$ cat config.mk
export PLATFORM = sky130hd
export DESIGN_NAME = fetch_queue
export DESIGN_NICKNAME = d
export VERILOG_FILES = /design/src/rtl/fetch_queue.sv
export SDC_FILE = /design/constraint.sdc
export NUM_CORES = 1
export LEC_CHECK = 0
export ABC_CLOCK_PERIOD_IN_PS = 4550
export CORE_MARGIN = 3
export CORE_UTILIZATION = 40
export DETAILED_ROUTE_END_ITERATION = 7
export MAX_ROUTING_LAYER = met4
export PLACE_DENSITY = 0.7
export SKIP_LAST_GASP = 1
export SYNTH_ARGS = -nofsm -noshare
export SYNTH_HDL_FRONTEND = slang
export SYNTH_HIERARCHICAL = 1
export SYNTH_SLANG_ARGS = --single-unit
export TNS_END_PERCENT = 100
$ cat constraint.sdc
create_clock -name CLK -period 4.55 [get_ports CLK]
set_clock_uncertainty 0.15 [all_clocks]
set_input_delay 1.1375 -clock CLK [delete_from_list [all_inputs] [get_ports CLK]]
set_output_delay 1.1375 -clock CLK [all_outputs]
set_load 0.05 [all_outputs]
$ cat src/rtl/fetch_queue.sv
// IF->ID decoupling queue: circular store plus registered output stage; 1-cycle IF->ID latency.
// Backpressure: STALL holds the output stage; Full_OUT asks IF to stall; pushes that still arrive are dropped and flagged in Overflow_OUT.
module fetch_queue_fifo #(
  parameter int DEPTH = 4,
  parameter int W     = 8
) (
  input  logic                         clk,
  input  logic                         rst_n,
  input  logic                         clr,
  input  logic                         push_vld,
  input  logic [W-1:0]                 push_dat,
  input  logic                         pop_vld,
  output logic [W-1:0]                 head_dat,
  output logic [$clog2(DEPTH+1)-1:0]   count
);
  localparam int PTR_W = $clog2(DEPTH);
  localparam int CNT_W = $clog2(DEPTH+1);

  logic [W-1:0]     mem_q [DEPTH];
  logic [W-1:0]     mem_d [DEPTH];
  logic [PTR_W-1:0] wr_ptr_q, wr_ptr_d;
  logic [PTR_W-1:0] rd_ptr_q, rd_ptr_d;
  logic [CNT_W-1:0] count_q, count_d;

  always_comb begin
    mem_d    = mem_q;
    wr_ptr_d = wr_ptr_q;
    rd_ptr_d = rd_ptr_q;
    count_d  = count_q;
    if (push_vld) begin
      mem_d[wr_ptr_q] = push_dat;
      wr_ptr_d        = wr_ptr_q + 1'b1;
    end
    if (pop_vld) rd_ptr_d = rd_ptr_q + 1'b1;
    if (push_vld && !pop_vld)      count_d = count_q + 1'b1;
    else if (!push_vld && pop_vld) count_d = count_q - 1'b1;
  end

  // Storage contents need no reset; only pointers and count are cleared.
  always_ff @(posedge clk) begin
    mem_q <= mem_d;
  end

  always_ff @(posedge clk) begin
    if (!rst_n || clr) begin
      wr_ptr_q <= '0;
      rd_ptr_q <= '0;
      count_q  <= '0;
    end else begin
      wr_ptr_q <= wr_ptr_d;
      rd_ptr_q <= rd_ptr_d;
      count_q  <= count_d;
    end
  end

  assign head_dat = mem_q[rd_ptr_q];
  assign count    = count_q;
endmodule

module fetch_queue #(
  parameter int DEPTH  = 4,
  parameter int DATA_W = 32,
  parameter int PRED_W = 2
) (
  input  logic                        CLK,
  input  logic                        RESET,
  input  logic                        FLUSH,
  input  logic                        Redirect_IN,
  input  logic                        Instr_Valid_IF,
  input  logic [DATA_W-1:0]           Instr1_IF,
  input  logic [DATA_W-1:0]           Instr_PC_IF,
  input  logic [DATA_W-1:0]           Instr_PC_Plus4_IF,
  input  logic                        Branch_prediction_IN,
  input  logic [PRED_W-1:0]           Branch_predictions_IN,
  input  logic                        STALL,
  output logic [DATA_W-1:0]           Instr1_OUT,
  output logic [DATA_W-1:0]           Instr_PC_OUT,
  output logic [DATA_W-1:0]           Instr_PC_Plus4,
  output logic                        Branch_prediction_OUT,
  output logic [PRED_W-1:0]           Branch_predictions_OUT,
  output logic                        Instr_Valid_OUT,
  output logic                        Full_OUT,
  output logic [$clog2(DEPTH+1)-1:0]  Count_OUT,
  output logic                        Overflow_OUT
);
  localparam int CNT_W = $clog2(DEPTH+1);

  typedef struct packed {
    logic [DATA_W-1:0] instr;
    logic [DATA_W-1:0] pc;
    logic [DATA_W-1:0] pc4;
    logic              taken;
    logic [PRED_W-1:0] preds;
  } entry_t;

  entry_t           in_dat, head_dat;
  entry_t           out_dat_q, out_dat_d;
  logic             out_vld_q, out_vld_d;
  logic             ovf_q, ovf_d;
  logic [CNT_W-1:0] count;
  logic             full, empty;
  logic             push_req, push_acc, pop_vld, bypass, store_vld, drop;

  assign in_dat = '{instr: Instr1_IF, pc: Instr_PC_IF, pc4: Instr_PC_Plus4_IF,
                    taken: Branch_prediction_IN, preds: Branch_predictions_IN};

  assign full      = (count == CNT_W'(DEPTH));
  assign empty     = (count == '0);
  assign push_req  = Instr_Valid_IF && !Redirect_IN;
  assign pop_vld   = !STALL && !empty;
  // A full queue still accepts when the head leaves in the same cycle.
  assign push_acc  = push_req && (!full || pop_vld);
  assign drop      = push_req && !push_acc;
  assign bypass    = !STALL && empty && push_acc;
  assign store_vld = push_acc && !bypass;

  fetch_queue_fifo #(.DEPTH(DEPTH), .W($bits(entry_t))) u_store (
    .clk      (CLK),
    .rst_n    (RESET),
    .clr      (FLUSH),
    .push_vld (store_vld && !FLUSH),
    .push_dat (in_dat),
    .pop_vld  (pop_vld && !FLUSH),
    .head_dat (head_dat),
    .count    (count)
  );

  always_comb begin
    out_dat_d = out_dat_q;
    out_vld_d = out_vld_q;
    ovf_d     = ovf_q | drop;
    if (!STALL) begin
      if (pop_vld) begin
        out_dat_d = head_dat;
        out_vld_d = 1'b1;
      end else if (bypass) begin
        out_dat_d = in_dat;
        out_vld_d = 1'b1;
      end else begin
        out_dat_d = '0;
        out_vld_d = 1'b0;
      end
    end
  end

  always_ff @(posedge CLK) begin
    if (!RESET || FLUSH) begin
      out_dat_q <= '0;
      out_vld_q <= 1'b0;
      ovf_q     <= 1'b0;
    end else begin
      out_dat_q <= out_dat_d;
      out_vld_q <= out_vld_d;
      ovf_q     <= ovf_d;
    end
  end

  assign Instr1_OUT             = out_dat_q.instr;
  assign Instr_PC_OUT           = out_dat_q.pc;
  assign Instr_PC_Plus4         = out_dat_q.pc4;
  assign Branch_prediction_OUT  = out_dat_q.taken;
  assign Branch_predictions_OUT = out_dat_q.preds;
  assign Instr_Valid_OUT        = out_vld_q;
  assign Full_OUT               = full;
  assign Count_OUT              = count;
  assign Overflow_OUT           = ovf_q;
endmodule

# Word-level counts from Yosys, hierarchy flattened
# Cells that the tools add are included.
dict set report classes {
  n_addsub 4
  n_lt_le_gt_ge 3
  n_eq_ne 1
  mux 12
  bitwise 3
  reduce_logical 26
}
# operator n
set ops {}
lappend ops {{two-way mux 99 bit} 5}
lappend ops {{bitwise mux 396 bit} 1}
lappend ops {{binary-select mux 99 bit (select 2 bit)} 1}
lappend ops {{demux 99 bit (select 2 bit)} 1}
lappend ops {{logical AND 1 bit} 12}
lappend ops {{zero test 1 bit} 10}
lappend ops {{greater-or-equal comparator 3 bit, second input constant} 2}
lappend ops {{two-way mux 3 bit} 2}
lappend ops {{NOT 2 -> 3 bit} 2}
lappend ops {{adder 2 x 1 -> 2 bit, second input constant} 2}
lappend ops {{adder 3 x 1 -> 3 bit, second input constant} 1}
lappend ops {{equality test 3 bit, second input constant} 1}
lappend ops {{zero test 3 bit} 1}
lappend ops {{less-than comparator 3 x 1 -> 1 bit, second input constant} 1}
lappend ops {{subtractor 3 x 1 -> 3 bit, second input constant} 1}
lappend ops {{logical OR 1 bit} 2}
lappend ops {{two-way mux 1 bit} 2}
lappend ops {{nonzero test 2 bit} 1}
lappend ops {{bitwise OR 1 bit} 1}
dict set report word_totals {
  ff_bits 504
  word_cells 63
}

# Depth between registers and ports, before layout
# Gate-level depths: netlist (run 1).
dict set report depth {
  ltp_word 13
  ltp_mapped 11
  mapped_depth_nobuf 9
}

# Modules after synthesis
# Netlist (run 1), hierarchy kept.
# module n_inst cells_per_inst area_per_inst_um2
set by_module_without_submodules {}
lappend by_module_without_submodules {fetch_queue_fifo 1 556 14667.8}
lappend by_module_without_submodules {fetch_queue 1 579 4810.9}

# Least setup slack after synthesis (run 1)
# Ideal clock, no wire load.
dict set report synth_timing {
  path_type {input to register}
  startpoint {input port STALL}
  endpoint {register u_store/mem_q[297] in the netlist's numbering, enable pin}
  setup_ns 0.469
  t_arrival_ns 4.297
  slack_ns -0.366
  path_stages 5
  path_buffers 2
  path_cell_list {buf_2 > buf_2 > xnor2_1 > a21oi_1 > and2_1}
}
dict set report synth_via {
  elab_chain_cells 8
}
# item line_no
set synth_lines {}
lappend synth_lines {{start, declared} 75} ;# input logic STALL,
lappend synth_lines {{zero test 1 bit *} n/a}
lappend synth_lines {{logical AND 1 bit} 110} ;# assign pop_vld = !STALL && !empty;
lappend synth_lines {{logical OR 1 bit} 112} ;# assign push_acc = push_req && (!full || pop_vld);
lappend synth_lines {{logical AND 1 bit} 112}
lappend synth_lines {{logical AND 1 bit} 114} ;# assign bypass = !STALL && empty && push_acc;
lappend synth_lines {{zero test 1 bit} 115} ;# assign store_vld = push_acc && !bypass;
lappend synth_lines {{logical AND 1 bit *} 115}
lappend synth_lines {{logical AND 1 bit *} 121} ;# .push_vld (store_vld && !FLUSH),
lappend synth_lines {{end signal, assigned} 41} ;# mem_q <= mem_d;
lappend synth_lines {{end, declared} 19} ;# logic [W-1:0] mem_q [DEPTH];
# Mark *: on every way between the ends. The rest lies on a longest branch, timed or not.
# A chain may end at the register's enable or synchronous reset.

# Final worst setup path (run 1)
dict set report layout_timing {
  startpoint {register u_store.count_q[0] (netlist: u_store/count[0])}
  endpoint {output port Full_OUT}
}
dict set report layout_via {
  elab_chain_cells 1
}
# item line_no
set layout_lines {}
lappend layout_lines {{start, declared} 23} ;# logic [CNT_W-1:0] count_q, count_d;
lappend layout_lines {{start signal, assigned} 52} ;# count_q <= count_d;
lappend layout_lines {{equality test 3 bit} 107} ;# assign full = (count == CNT_W'(DEPTH));
lappend layout_lines {{end, declared} 82} ;# output logic Full_OUT,
# Every way passes these cells.

==> results of run 1 <==
## state kept, by name (all words and copies together), names as in the netlist
| name | cells |
|---|---|
| u_store/rd_ptr_q | 2 |
| u_store/mem_q | 396 |
| Branch_prediction_OUT | 1 |
| u_store/wr_ptr_q | 2 |
| u_store/count | 3 |
| Instr_PC_OUT | 32 |
| Instr_Valid_OUT | 1 |
| Overflow_OUT | 1 |
| Instr_PC_Plus4 | 32 |
| Branch_predictions_OUT | 2 |
| Instr1_OUT | 32 |
## power by group through the flow
stage | combinational (uW) | sequential [uW] | clock (uW)
floorplan | 237 | 5260 | 0
global placement | 620 | 5140 | 0
detailed placement | 632 | 5150 | 0
CTS | 635 | 5050 | 4310
global route | 673 | 5050 | 4480
finish | 628 | 5050 | 4190
## worst max-delay path by stage
stage / to / slack, ns
after global routing: Full_OUT / 0.97
final: Full_OUT / 1.11
after global placement: Instr_PC_OUT[18] / 0.78
after floorplan: u_store/mem_q[0] / 0.71
after CTS: Full_OUT / 1.07
after detailed placement: Instr_PC_OUT[17] / 0.68
## layout by cell type, fill, tap and decap left out, types with 16 or more instances in the layout
cell type                         count
sky130_fd_sc_hd__clkbuf_1            16
sky130_fd_sc_hd__clkdlybuf4s50_1    208
sky130_fd_sc_hd__nand3_1             99
sky130_fd_sc_hd__a21oi_1             98
sky130_fd_sc_hd__dfxtp_1            106
sky130_fd_sc_hd__edfxtp_1           396
sky130_fd_sc_hd__a221oi_1            93
sky130_fd_sc_hd__inv_1              103
sky130_fd_sc_hd__clkbuf_16           53
sky130_fd_sc_hd__mux4_2              99
## synthesized netlist by cell type (2+ instances only)
master	n
sky130_fd_sc_hd__nand3_1	99
sky130_fd_sc_hd__nand2b_1	3
sky130_fd_sc_hd__buf_2	25
sky130_fd_sc_hd__nor3_1	4
sky130_fd_sc_hd__buf_1	7
sky130_fd_sc_hd__nor2_1	8
sky130_fd_sc_hd__xor2_1	3
sky130_fd_sc_hd__xnor2_1	3
sky130_fd_sc_hd__dfxtp_1	108
sky130_fd_sc_hd__a221oi_1	93
sky130_fd_sc_hd__edfxtp_1	396
sky130_fd_sc_hd__ha_1	5
sky130_fd_sc_hd__a21oi_2	3
sky130_fd_sc_hd__clkbuf_1	25
sky130_fd_sc_hd__mux4_2	99
sky130_fd_sc_hd__a21oi_1	98
sky130_fd_sc_hd__inv_1	103
sky130_fd_sc_hd__buf_4	3
sky130_fd_sc_hd__nor2b_1	2
sky130_fd_sc_hd__buf_6	29
sky130_fd_sc_hd__a221oi_2	6
sky130_fd_sc_hd__and2_1	5
sky130_fd_sc_hd__or3_1	2
sky130_fd_sc_hd__mux2i_1	2
## stage by stage
step	hold WS, ns	util (%)	instances	worst slack [ns]
after detailed placement	0.3106	46.06	1891	0.6761
final	0.3155	49.60	1989	1.113
after floorplan	0.3636	-	1135	0.7055
after global placement	0.3074	46.06	1891	0.7804
after CTS	0.3193	49.59	1986	1.073
after global routing	0.3371	49.60	1989	0.9671
## worst max-delay path: stages, from the launching register on
cell                              delay [ns]
sky130_fd_sc_hd__dfxtp_1                0.38
sky130_fd_sc_hd__nor2_1                 0.23
sky130_fd_sc_hd__and2_1                 0.16
sky130_fd_sc_hd__clkdlybuf4s50_1        0.80
## per-layer routing
| layer | track usage (%) | vias up |
|---|---|---|
| met5 | - | - |
| met2 | 27.79 | 373 |
| li1 | - | 4880 |
| met1 | 23.92 | 5684 |
| met3 | 3.366 | 66 |
| met4 | 5.398 | 0 |
## cells by family (layout without fill, tap and decap cells)
kind of cell	count (synthesis)	in the layout	share of synthesized area, %
mux	101	101	11.55
flops	504	504	72.15
xor+xnor	6	6	0.2698
compound gates	202	202	7.368
simple gates	124	124	3.205
other cells	0	3	0
buf+inv	192	428	5.036
fa+ha+maj	6	6	0.4240
## layout make-up
cell class | instances | area share, %
diodes | 3 | 0.03157
flip-flops and latches | 504 | 59.12
clock inverters | 20 | 0.9312
repair buffers | 230 | 10.04
clock buffers | 75 | 6.176
inverters | 103 | 1.626
multi-input cells | 439 | 18.83
well taps | 615 | 3.235
==> impl_metrics.json, run 1 <==
{
  "grt_overflow": 0,
  "die-height_um": 226.7,
  "gpl.final_weighted_congestion": 0.7026,
  "max-cap-violations": 0,
  "synth_fp_nets": 1246,
  "cts_buffer_depth": 3,
  "timing.final.hold_violations": 0,
  "netlist_area_um2": 19480,
  "share_clk_of_total_power_pct": 42.5,
  "top_layer_used": "met4",
  "cellInternalPower_uw": 7760,
  "dr_total_vias": 11003,
  "finalCriticalPeriod_ns": 3.437,
  "timing.rr.start": "u_store/count[2]",
  "placedInstanceArea_um2": 22080,
  "setup_repair_after_global_routing_missed_its_margin": "no",
  "tightest_slew_ns": 1.065,
  "met1Wirelength_mm": 18.40,
  "grt_pass1_vias": 11449,
  "start_util_pct": 40.63,
  "max-vdd-ir-drop_mv": 0.2861,
  "synth.distinct_cells": 28,
  "synth.avg_cell_area_um2": 17.16,
  "wl_met3_mm": 3.075,
  "switching_share_pct": 21.33,
  "number_of_flops_mapped_to_enable_cells_by_yosys": 396,
  "synth_top_area_share_pct": 61.05,
  "max_freq_ghz": 0.2910,
  "area_of_combinational_cells_with_multiple_inputs_um2": 4479,
  "grt_start_max_net_pins": 202,
  "gr-usage-all-layers_pct": 17.79,
  "crit_path_max_fanout": 6,
  "drt-vias-per-instance": 5.532,
  "post_drt_wl_per_cell_um": 22.13,
  "sequential_cell_area_fraction_in_the_yosys_report_pct": 72.15,
  "timing.hold.worst_path_depth": 2,
  "worstSetupStartpointType": "flop",
  "crit_path_arrival_time_ns": 2.15,
  "powerDensity_nw_per_um2": 414.7,
  "clock_sinks": 504,
  "core_um2": 47950,
  "final_cell_area_um2": 23780,
  "cts_tree": "yes",
  "worstPathRequired_ns": 3.26,
  "hp-start": "Instr_PC_OUT[18]",
  "grt_antenna_before_repair": 3,
  "criticalPathCategory": "flop to output port",
  "nets": 1440,
  "clockRootBuffer": "sky130_fd_sc_hd__clkbuf_16",
  "r2r_setup_slack_ns": 1.63,
  "outcome": "finished, final reports clean",
  "fraction_of_power_consumed_by_combinational_cells_pct": 6.4,
  "syn2layout_area_growth_pct": 22.10,
  "fillCellCount": 3939,
  "timing.reg2reg.worst_path_depth": 10,
  "finalMaxSlewViolations": 0,
  "r2r-end": "u_store/count[2]",
  "share_of_post_route_cells_with_drive_strength_above_1_pct": 15.61,
  "p_leak_uw": 0.007332,
  "post_synth_inst_count": 1135,
  "yosys_warnings": 6,
  "grt_first_pass_wirelength_mm": 67.89,
  "io_pins": 210,
  "final-seq-area_um2": 14060,
  "routed_wl_mm": 44.02,
  "drt_first_iter_violations": 983,
  "firstDrtPassIters": 5,
  "drcViolationCount": 0,
  "power.sequential.fraction_pct": 51.2,
  "worst_setup_path_startpoint": "u_store/count[0]",
  "worstSkewPairLatency_ns": 0.57,
  "yosys.area.top_type": "sky130_fd_sc_hd__edfxtp_1",
  "relSlewSlack_pct": 29.01,
  "post-cts-setup-buffer-count": 0,
  "setup-violations-final": 0,
  "switching_pwr_uw": 2103,
  "totalPowerFinal_uw": 9863,
  "ant_nets": 0,
  "cts-htree-levels": 2,
  "async_flop_share_pct": 0,
  "cells_resized_by_post_cts_repair": 0,
  "placement_rows": 80,
  "clkTransAtPathRegs_ns": 0.06,
  "main_area_contributors_after_synthesis": "sky130_fd_sc_hd__edfxtp_1, sky130_fd_sc_hd__mux4_2, sky130_fd_sc_hd__dfxtp_1",
  "worst_hold_path_endpoint": "Instr_PC_OUT[18]",
  "design.die.area_um2": 51380,
  "hold_path_class": "flop to flop",
  "synth_top_flop_cell": "sky130_fd_sc_hd__edfxtp_1",
  "end_kind": "output port",
  "final_min_period_over_clock_period_pct": 75.54,
  "cts_made_buffers": 51,
  "fin_tns_setup_ns": 0,
  "synth-seq-cells": 504,
  "die_w_um": 226.7,
  "met2_wirelength_from_detailed_routing_mm": 21.69,
  "hpwlAfterDp_mm": 23.49,
  "cts_hold_repair.buffers": 0,
  "placement.io_buffers": 209
}
No activity file was read; power rests on OpenSTA's default activity.
==> run 2, diff against run 1 <==
ABC_CLOCK_PERIOD_IN_PS = 3400   (was 4550)
PLACE_DENSITY = 0.68   (was 0.7)
clock period = 3.4 ns   (was 4.55 ns; I/O delays follow)
==> impl_metrics.json, run 2 (synthesized netlist as in run 1, its figures left out) <==
{
  "fraction_of_power_consumed_by_combinational_cells_pct": 6.5,
  "global_route.usage.met1_pct": 23.66,
  "hold_slack_ns": 0.3160,
  "placement.io_buffers": 209,
  "worstSetupStartpointType": "flop",
  "cells_resized_by_post_cts_repair": 0,
  "clkTransAtPathRegs_ns": 0.06,
  "crit_path_max_fanout": 6,
  "global_route.usage.met3_pct": 2.628,
  "core_um2": 47950,
  "outcome": "finished, final reports clean",
  "tightest_slew_ns": 1.127,
  "utilization_pct": 50.05,
  "worstSkewPairLatency_ns": 0.57,
  "max-vdd-ir-drop_mv": 0.4413,
  "max-cap-violations": 0,
  "clockRootBuffer": "sky130_fd_sc_hd__clkbuf_16",
  "hpwlAfterDp_mm": 24.84,
  "layout_setup_ws_ns": 0.2669,
  "global_route_track_usage_on_met2_pct": 28.33,
  "grt_first_pass_wirelength_mm": 67.58,
  "most-common-layout-cells": "sky130_fd_sc_hd__edfxtp_1, sky130_fd_sc_hd__clkdlybuf4s50_1, sky130_fd_sc_hd__dfxtp_1, sky130_fd_sc_hd__inv_1",
  "gpl.final_weighted_congestion": 0.7053,
  "post-cts-setup-buffer-count": 0,
  "cts-htree-levels": 2,
  "top_usage_layer": "met2",
  "hp-start": "Instr_PC_OUT[0]",
  "nets": 1458,
  "worstPathRequired_ns": 2.40,
  "setup_repair_after_global_routing_missed_its_margin": "no",
  "share_clk_of_total_power_pct": 42.0,
  "powerDensity_nw_per_um2": 546.5,
  "criticalPathCategory": "flop to output port",
  "max_freq_ghz": 0.3192,
  "syn2layout_area_growth_pct": 23.21,
  "largest_register_ffs": 396,
  "switching_pwr_uw": 2839,
  "p_leak_uw": 0.007451,
  "layout_commonest_cell": "sky130_fd_sc_hd__edfxtp_1",
  "clock_sinks": 504,
  "die_w_um": 226.7,
  "cts_hold_repair.buffers": 0,
  "grt_start_max_net_pins": 102,
  "setup-violations-final": 0,
  "register_name_with_the_most_flops": "u_store/mem_q",
  "finalCriticalPeriod_ns": 3.133,
  "final_cell_area_um2": 24000,
  "grt_pass1_vias": 11580,
  "timing.hold.worst_path_depth": 2,
  "timing.reg2reg.worst_path_depth": 9,
  "firstDrtPassIters": 5,
  "grt_overflow": 0,
  "ant_nets": 0,
  "gr-usage-all-layers_pct": 17.64,
  "timing.final.hold_violations": 0,
  "final_min_period_over_clock_period_pct": 92.15,
  "start_util_pct": 40.63,
  "r2r-end": "u_store/count[2]",
  "share_of_post_route_cells_with_drive_strength_above_1_pct": 16.99,
  "switching_share_pct": 21.65,
  "drt-vias-per-instance": 5.545,
  "crit_path_arrival_time_ns": 2.13,
  "placement_rows": 80,
  "cts_buffer_depth": 3,
  "finalMaxSlewViolations": 0,
  "fin_tns_setup_ns": 0,
  "drcViolationCount": 0,
  "placedInstanceArea_um2": 22330,
  "cts_tree": "yes",
  "dr_total_vias": 11118,
  "timing.rr.start": "u_store/count[2]",
  "relSlewSlack_pct": 24.88,
  "die-height_um": 226.7,
  "end_kind": "output port",
  "power.sequential.fraction_pct": 51.5,
  "post-place-ws_ns": 0.1499,
  "cellInternalPower_uw": 10280,
  "routed_wl_mm": 43.69,
  "design.die.area_um2": 51380,
  "cts_made_buffers": 51,
  "drt_first_iter_violations": 838,
  "grt_antenna_before_repair": 1,
  "r2r_setup_slack_ns": 1.05,
  "worst_hold_path_endpoint": "Instr_PC_OUT[0]",
  "io_pins": 210,
  "hold_path_class": "flop to flop",
  "post_drt_wl_per_cell_um": 21.79
}
[run 2: area by class of cell]
cell class | instances | area [um2]
fillers | 3927 | 23950
flip-flops and latches | 504 | 14060
multi-input cells | 439 | 4479
repair buffers | 248 | 2636
clock buffers | 69 | 1426
well taps | 615 | 769.5
inverters | 103 | 386.6
clock inverters | 26 | 237.7
diodes | 1 | 2.502
[run 2: worst max-delay path: stages (launching register included)]
cell	delay (ns)
sky130_fd_sc_hd__dfxtp_1	0.38
sky130_fd_sc_hd__nor2_1	0.21
sky130_fd_sc_hd__and2_1	0.16
sky130_fd_sc_hd__clkdlybuf4s50_1	0.81
[run 2: per-stage QoR]
stage	total power, uW	cells
3_3_place_gp	7719	1909
3_5_place_dp	7737	1909
5_1_grt	13570	2005
4_1_cts	13280	2004
6_report	13120	2005
2_1_floorplan	7357	1135
[run 2: metal layers]
layer	wire (um)	share of wire [%]
met2	21760	50
met4	798	1.8
met3	2417	5.5
met1	18710	43
met5	0	0
[run 2: power by group through the flow]
stage          sequential (uW)  clock (uW)  combinational, uW
6_report                  6750        5510                850
5_1_grt                   6760        5900                908
4_1_cts                   6750        5670                856
3_5_place_dp              6880           0                852
3_3_place_gp              6880           0                838
2_1_floorplan             7040           0                317
[run 2: worst max path at each step]
stage | startpoint | to | slack [ns]
3_5_place_dp | Instr_Valid_IF | u_store/count[2] | 0.15
3_3_place_gp | Instr_Valid_IF | u_store/count[2] | 0.19
4_1_cts | u_store/count[1] | Full_OUT | 0.21
5_1_grt | u_store/count[0] | Full_OUT | 0.16
2_1_floorplan | STALL | u_store/mem_q[0] | -0.16
6_report | u_store/count[1] | Full_OUT | 0.27
